--- src/rtl/addsub_serial_ctrl_pkg.sv ---
// Shared types and constants for the nibble-serial add/subtract sequencer.
package addsub_pkg;

  typedef enum logic [1:0] {
    ST_IDLE,
    ST_RUN,
    ST_DONE
  } state_t;

  localparam int SLICE_W = 4;

  localparam logic MODE_ADD = 1'b0;
  localparam logic MODE_SUB = 1'b1;

endpackage

--- src/rtl/addsub_serial_ctrl_if.sv ---
// Operand/result handshake bundle between an operand source and the sequencer.
interface addsub_serial_ctrl_if #(
  parameter int WIDTH = 16
);

  logic             in_valid;
  logic             in_ready;
  logic [WIDTH-1:0] in_a;
  logic [WIDTH-1:0] in_b;
  logic             in_mode;
  logic             out_valid;
  logic             out_ready;
  logic [WIDTH-1:0] out_result;
  logic             out_carry;
  logic             out_ovf;
  logic             out_zero;

  modport master (
    output in_valid, in_a, in_b, in_mode, out_ready,
    input  in_ready, out_valid, out_result, out_carry, out_ovf, out_zero
  );

  modport slave (
    input  in_valid, in_a, in_b, in_mode, out_ready,
    output in_ready, out_valid, out_result, out_carry, out_ovf, out_zero
  );

endinterface

--- src/rtl/addsub_slice4.sv ---
// Combinational 4-bit add/subtract slice: {cout,s} = a + (b ^ {4{m}}) + cin.
module addsub_slice4
  import addsub_pkg::*;
(
  input  logic [SLICE_W-1:0] a,
  input  logic [SLICE_W-1:0] b,
  input  logic               m,
  input  logic               cin,
  output logic [SLICE_W-1:0] s,
  output logic               cout
);

  logic [SLICE_W:0] sum;

  assign sum       = {1'b0, a} + {1'b0, b ^ {SLICE_W{m}}} + {{SLICE_W{1'b0}}, cin};
  assign {cout, s} = sum;

endmodule

--- src/rtl/addsub_serial_ctrl.sv ---
// Runs WIDTH-bit add/subtract one nibble per clock through a single shared slice,
// LSB nibble first, with valid/ready handshakes on operands and result.
module addsub_serial_ctrl
  import addsub_pkg::*;
#(
  parameter int WIDTH = 16
) (
  input  logic                 clk,
  input  logic                 rst_n,
  addsub_serial_ctrl_if.slave  bus
);

  localparam int NSLICE = WIDTH / SLICE_W;
  localparam int IDX_W  = (NSLICE > 1) ? $clog2(NSLICE) : 1;
  localparam logic [IDX_W-1:0] IDX_LAST = IDX_W'(NSLICE - 1);

  if ((WIDTH % SLICE_W) != 0 || WIDTH < 8) begin : g_bad_width
    $error("addsub_serial_ctrl: WIDTH must be a multiple of 4 and >= 8");
  end

  state_t             state_reg, state_next;
  logic [WIDTH-1:0]   a_reg, a_next;
  logic [WIDTH-1:0]   b_reg, b_next;
  logic               m_reg, m_next;
  logic [IDX_W-1:0]   idx_reg, idx_next;
  logic               carry_reg, carry_next;
  logic [WIDTH-1:0]   result_reg, result_next;
  logic               ovf_reg, ovf_next;
  logic               zero_reg, zero_next;

  logic [SLICE_W-1:0] slice_a;
  logic [SLICE_W-1:0] slice_b;
  logic [SLICE_W-1:0] slice_s;
  logic               slice_cout;

  assign slice_a = a_reg[idx_reg*SLICE_W +: SLICE_W];
  assign slice_b = b_reg[idx_reg*SLICE_W +: SLICE_W];

  addsub_slice4 u_slice (
    .a    (slice_a),
    .b    (slice_b),
    .m    (m_reg),
    .cin  (carry_reg),
    .s    (slice_s),
    .cout (slice_cout)
  );

  always_ff @(posedge clk) begin
    if (!rst_n) begin
      state_reg  <= ST_IDLE;
      a_reg      <= '0;
      b_reg      <= '0;
      m_reg      <= MODE_ADD;
      idx_reg    <= '0;
      carry_reg  <= 1'b0;
      result_reg <= '0;
      ovf_reg    <= 1'b0;
      zero_reg   <= 1'b0;
    end else begin
      state_reg  <= state_next;
      a_reg      <= a_next;
      b_reg      <= b_next;
      m_reg      <= m_next;
      idx_reg    <= idx_next;
      carry_reg  <= carry_next;
      result_reg <= result_next;
      ovf_reg    <= ovf_next;
      zero_reg   <= zero_next;
    end
  end

  always_comb begin
    state_next  = state_reg;
    a_next      = a_reg;
    b_next      = b_reg;
    m_next      = m_reg;
    idx_next    = idx_reg;
    carry_next  = carry_reg;
    result_next = result_reg;
    ovf_next    = ovf_reg;
    zero_next   = zero_reg;

    case (state_reg)
      ST_IDLE: begin
        if (bus.in_valid) begin
          a_next      = bus.in_a;
          b_next      = bus.in_b;
          m_next      = bus.in_mode;
          idx_next    = '0;
          carry_next  = bus.in_mode;
          result_next = '0;
          ovf_next    = 1'b0;
          zero_next   = 1'b0;
          state_next  = ST_RUN;
        end
      end
      ST_RUN: begin
        result_next[idx_reg*SLICE_W +: SLICE_W] = slice_s;
        carry_next = slice_cout;
        // Flags are frozen from the completed result on the final nibble pass.
        if (idx_reg == IDX_LAST) begin
          ovf_next   = (a_reg[WIDTH-1] == (b_reg[WIDTH-1] ^ m_reg)) &&
                       (result_next[WIDTH-1] != a_reg[WIDTH-1]);
          zero_next  = ~|result_next;
          state_next = ST_DONE;
        end else begin
          idx_next = idx_reg + 1'b1;
        end
      end
      ST_DONE: begin
        if (bus.out_ready) begin
          state_next = ST_IDLE;
        end
      end
      default: begin
        state_next = ST_IDLE;
      end
    endcase
  end

  assign bus.in_ready   = (state_reg == ST_IDLE);
  assign bus.out_valid  = (state_reg == ST_DONE);
  assign bus.out_result = result_reg;
  assign bus.out_carry  = carry_reg;
  assign bus.out_ovf    = ovf_reg;
  assign bus.out_zero   = zero_reg;

endmodule

--- src/flat_wrapper.sv ---
// flat-port wrapper written by rule: the top's interface ports become plain ports
module addsub_serial_ctrl_flat import addsub_pkg::*;
#(
  parameter int WIDTH = 16
)
  (clk, rst_n, bus_in_valid, bus_in_a, bus_in_b, bus_in_mode, bus_out_ready, bus_in_ready, bus_out_valid, bus_out_result, bus_out_carry, bus_out_ovf, bus_out_zero);
  addsub_serial_ctrl_if #(.WIDTH(WIDTH)) bus_i ();
  input  logic clk;
  input  logic rst_n;
  input wire logic [$bits(bus_i.in_valid)-1:0] bus_in_valid;
  input wire logic [$bits(bus_i.in_a)-1:0] bus_in_a;
  input wire logic [$bits(bus_i.in_b)-1:0] bus_in_b;
  input wire logic [$bits(bus_i.in_mode)-1:0] bus_in_mode;
  input wire logic [$bits(bus_i.out_ready)-1:0] bus_out_ready;
  output wire logic [$bits(bus_i.in_ready)-1:0] bus_in_ready;
  output wire logic [$bits(bus_i.out_valid)-1:0] bus_out_valid;
  output wire logic [$bits(bus_i.out_result)-1:0] bus_out_result;
  output wire logic [$bits(bus_i.out_carry)-1:0] bus_out_carry;
  output wire logic [$bits(bus_i.out_ovf)-1:0] bus_out_ovf;
  output wire logic [$bits(bus_i.out_zero)-1:0] bus_out_zero;
  assign bus_i.in_valid = bus_in_valid;
  assign bus_i.in_a = bus_in_a;
  assign bus_i.in_b = bus_in_b;
  assign bus_i.in_mode = bus_in_mode;
  assign bus_i.out_ready = bus_out_ready;
  assign bus_in_ready = bus_i.in_ready;
  assign bus_out_valid = bus_i.out_valid;
  assign bus_out_result = bus_i.out_result;
  assign bus_out_carry = bus_i.out_carry;
  assign bus_out_ovf = bus_i.out_ovf;
  assign bus_out_zero = bus_i.out_zero;
  addsub_serial_ctrl #(.WIDTH(WIDTH)) u_core (.clk(clk), .rst_n(rst_n), .bus(bus_i));
endmodule
--- config.mk ---
export PLATFORM = sky130hd
export DESIGN_NAME = addsub_serial_ctrl_flat
export DESIGN_NICKNAME = d
export VERILOG_FILES = /design/src/rtl/addsub_serial_ctrl_pkg.sv /design/src/rtl/addsub_serial_ctrl_if.sv /design/src/rtl/addsub_slice4.sv /design/src/rtl/addsub_serial_ctrl.sv /design/src/flat_wrapper.sv
export SDC_FILE = /design/constraint.sdc
export NUM_CORES = 1
export LEC_CHECK = 0
export ABC_AREA = 1
export CAP_MARGIN = 20
export CORE_ASPECT_RATIO = 0.5
export CORE_UTILIZATION = 46
export DETAILED_ROUTE_END_ITERATION = 10
export PLACE_DENSITY = 0.81
export RECOVER_POWER = 100
export SLEW_MARGIN = 40
export SYNTH_ARGS = -nofsm -noshare
export SYNTH_HDL_FRONTEND = slang
export SYNTH_SLANG_ARGS = --single-unit
--- constraint.sdc ---
create_clock -name clk -period 2.74 [get_ports clk]
set_input_delay 0.548 -clock clk [delete_from_list [all_inputs] [get_ports clk]]
set_output_delay 0.548 -clock clk [all_outputs]
set_load 0.05 [all_outputs]
==> flow_summary.toml <==
[worst_hold_path]
min_from = "u_core.bus.out_ovf$_SDFFE_PN0P_"
min_to = "u_core.bus.out_ovf$_SDFFE_PN0P_"
hold_path_class = "reg -> reg"
min_path_cells = 2

[synthesis]
synth_edf_count = 0
synthTopCellsByArea = "dfxtp_1 39%, nor2_1 13%, nand2_1 11%"
ys_ff_latch = 56
yosys.cell_types.count = 29
synthFlopType = "dfxtp_1"
yosysWarnings = 0
yosysSeqAreaShare_pct = 39.21
syn_area_per_cell_um2 = 6.823
yosysTopAreaCell = "dfxtp_1"
synthCells = 419
synth_top_area_share_pct = 39.21
async_flop_share_pct = 0
synth_area_um2 = 2859
synthesis.nets = 467

[grt]
grt_max_degree = 36
grt_pass1_vias = 2433
antenna_found_initial = 0
grt_util_met3_pct = 3.766
gr-total-overflow = 0
grt_util_met2_pct = 33.62
grt_util_met1_pct = 31.64
grt_pass1_wl_mm = 11.25
grt_busiest_layer = "met2"
grt_usage_pct = 21.56

[timing]
final.period_utilization_pct = 98.17
slew_headroom_pct = 25.52
finalHoldViolations = 0
tightestPinTransition_ps = 1117
slew_violations = 0
finalSetupViolCount = 0
grt_setup_unrepaired = "true"
fmax_ghz = 0.3718
finalCriticalPeriod_ps = 2690
fin_worst_skew_ps = 2.536
hold_ws_ps = 466.4

[detailed_routing]
vias = 2804
drt_wl_total_mm = 7.070
post_drt_wl_per_cell_um = 12.49
dr.pass1.iters = 4
drc_errors = 0
ant_nets = 0
vias_per_cell = 4.954
drt_iter0_drc = 173

[clocking]
numCtsBuffers = 5
cts_root_buf = "clkbuf_16"
clockBufferDepth = 2
cts_sinks = 56
cts_max_level = 2
cts_tree = "done"
clk_pin_slew_ps = 70
clk_latency_ps = 290

[placement]
dpl.hpwl_mm = 4.985
placed_area_um2 = 3536
io_buffer_count = 57
gp_congestion = 0.8938
dp.cells = 553

[finish]
fin_area_um2 = 3806
area_growth_pct = 33.13
layout_commonest_cell = "nor2_1"
drive_above_1_share_pct = 9.544
layout_common_cells = "95 x nor2_1, 85 x nand2_1, 56 x clkdlybuf4s50_1, 54 x dfxtp_1, 44 x o21ai_0"
fin_util_pct = 66.43
num-fill-cells = 498
final_cells = 566
n_antenna_cell = 0
final_nets = 529

[critical_path]
r2r_cells = 16
cp-start-kind = "flip-flop"
end_kind = "flip-flop"
critPathKind = "reg -> reg"
crit_required_ps = 2880
arrival_ps = 2830
cp-startpoint = "u_core.idx_reg[0]$_SDFFE_PN0P_"
regToRegSetupSlack_ps = 50
reg2reg_from = "u_core.idx_reg[0]$_SDFFE_PN0P_"
cp_max_fo = 7
rr_endpoint = "u_core.bus.out_zero$_SDFFE_PN0P_"

[die]
die_h_um = 57.75
rows = 19
dieWidth_um = 113.5
core_um2 = 5729
initial_utilization_pct = 49.90
die-area_um2 = 6553
io_pins = 58

[power_and_ir_drop]
p_leak_uw = 0.001613
finalPower_uw = 2177
power_density_nw_per_um2 = 572.0
ir_drop_v = 0.0002743

[flow_run]
maxCapViolations = 0

[outcome]
status = "finished clean"
[cell type report]
class	count	area [um2]	area share, %
multi-input cells	309	1549	40.70
flip-flops and latches	56	1129	29.65
repair buffers	74	709.4	18.64
clock buffers	6	138.9	3.649
inverters	35	136.4	3.583
well taps	84	105.1	2.761
clock inverters	2	38.79	1.019
[through the flow]
| stage | TNS (ps) | setup slack, ps |
|---|---|---|
| 3_3_place_gp | 0 | 62.06 |
| 3_5_place_dp | -68.12 | -68.12 |
| 4_1_cts | 0 | 35.96 |
| 6_report | 0 | 50.02 |
| 5_1_grt | -88.88 | -77.36 |
| 2_1_floorplan | 0 | 7.610 |
[worst max-delay path by stage]
stage	to	slack, ps
after floorplan	u_core.bus.out_zero$_SDFFE_PN0P_	8
after CTS	u_core.bus.out_zero$_SDFFE_PN0P_	40
after detailed placement	u_core.bus.out_zero$_SDFFE_PN0P_	-70
after global placement	u_core.bus.out_zero$_SDFFE_PN0P_	60
after global routing	u_core.bus.out_zero$_SDFFE_PN0P_	-80
final	u_core.bus.out_zero$_SDFFE_PN0P_	50
[report_power, final]
group	switching, uW	internal (uW)	leakage, uW
combinational	310	220	0.00106
clock	288	458	0.0000871
sequential	37.4	863	0.000461
total	635	1540	0.00161
[metal layers]
layer / routed length, um / up-vias
li1: - / 1462
met1: 3488 / 1265
met2: 3177 / 73
met3: 361 / 4
met4: 42 / 0
met5: 0 / -
[synth_stat cells (2+ instances only)]
library cell and number:
dfxtp_1 56, fa_1 2, inv_1 33, inv_2 2, a32o_1 2, ha_1 9, nand4_1 2, or2_2 3
nor2_1 97, a21oi_1 29, nor2_8 2, nand2_1 86, xnor2_1 2, buf_2 9, a21boi_0 2, a2bb2oi_1 2
xor2_1 3, o22ai_1 4, clkbuf_1 9, nand3_1 11, o21ai_0 46
[worst max-delay path, stage by stage (launching register included)]
cell and delay (ps):
dfxtp_4 380, buf_6 140, buf_4 140, or2_2 290, a32oi_1 240, buf_4 170, fa_1 440, nor2_2 190
nand3_1 100, nand2_1 110, nor2_1 50, nand2_1 70, nor2_1 50, nand2_1 50, nor2_1 40, nand3_1 50
a21oi_1 50
[cells by family after synthesis]
family                     Yosys count  synth area share [%]
buffers and inverters               54                 7.746
and+or+nand+nor                    205                 29.54
AOI/OAI and AO/OA                   88                 16.63
xor gates and xnor gates             5                 1.532
adders and majority gates           11                 5.339
DFF                                 56                 39.21
[repair_timing]
| action | in CTS | in global routing |
|---|---|---|
| pin swaps | 0 | 11 |
| resized for setup | 3 | 22 |
| hold buffers | 0 | 0 |
| setup buffers | 0 | 5 |
| setup endpoints to repair | 1 | 5 |
| cloned | 0 | 0 |
Note: power is estimated with default switching activity, not from simulation.
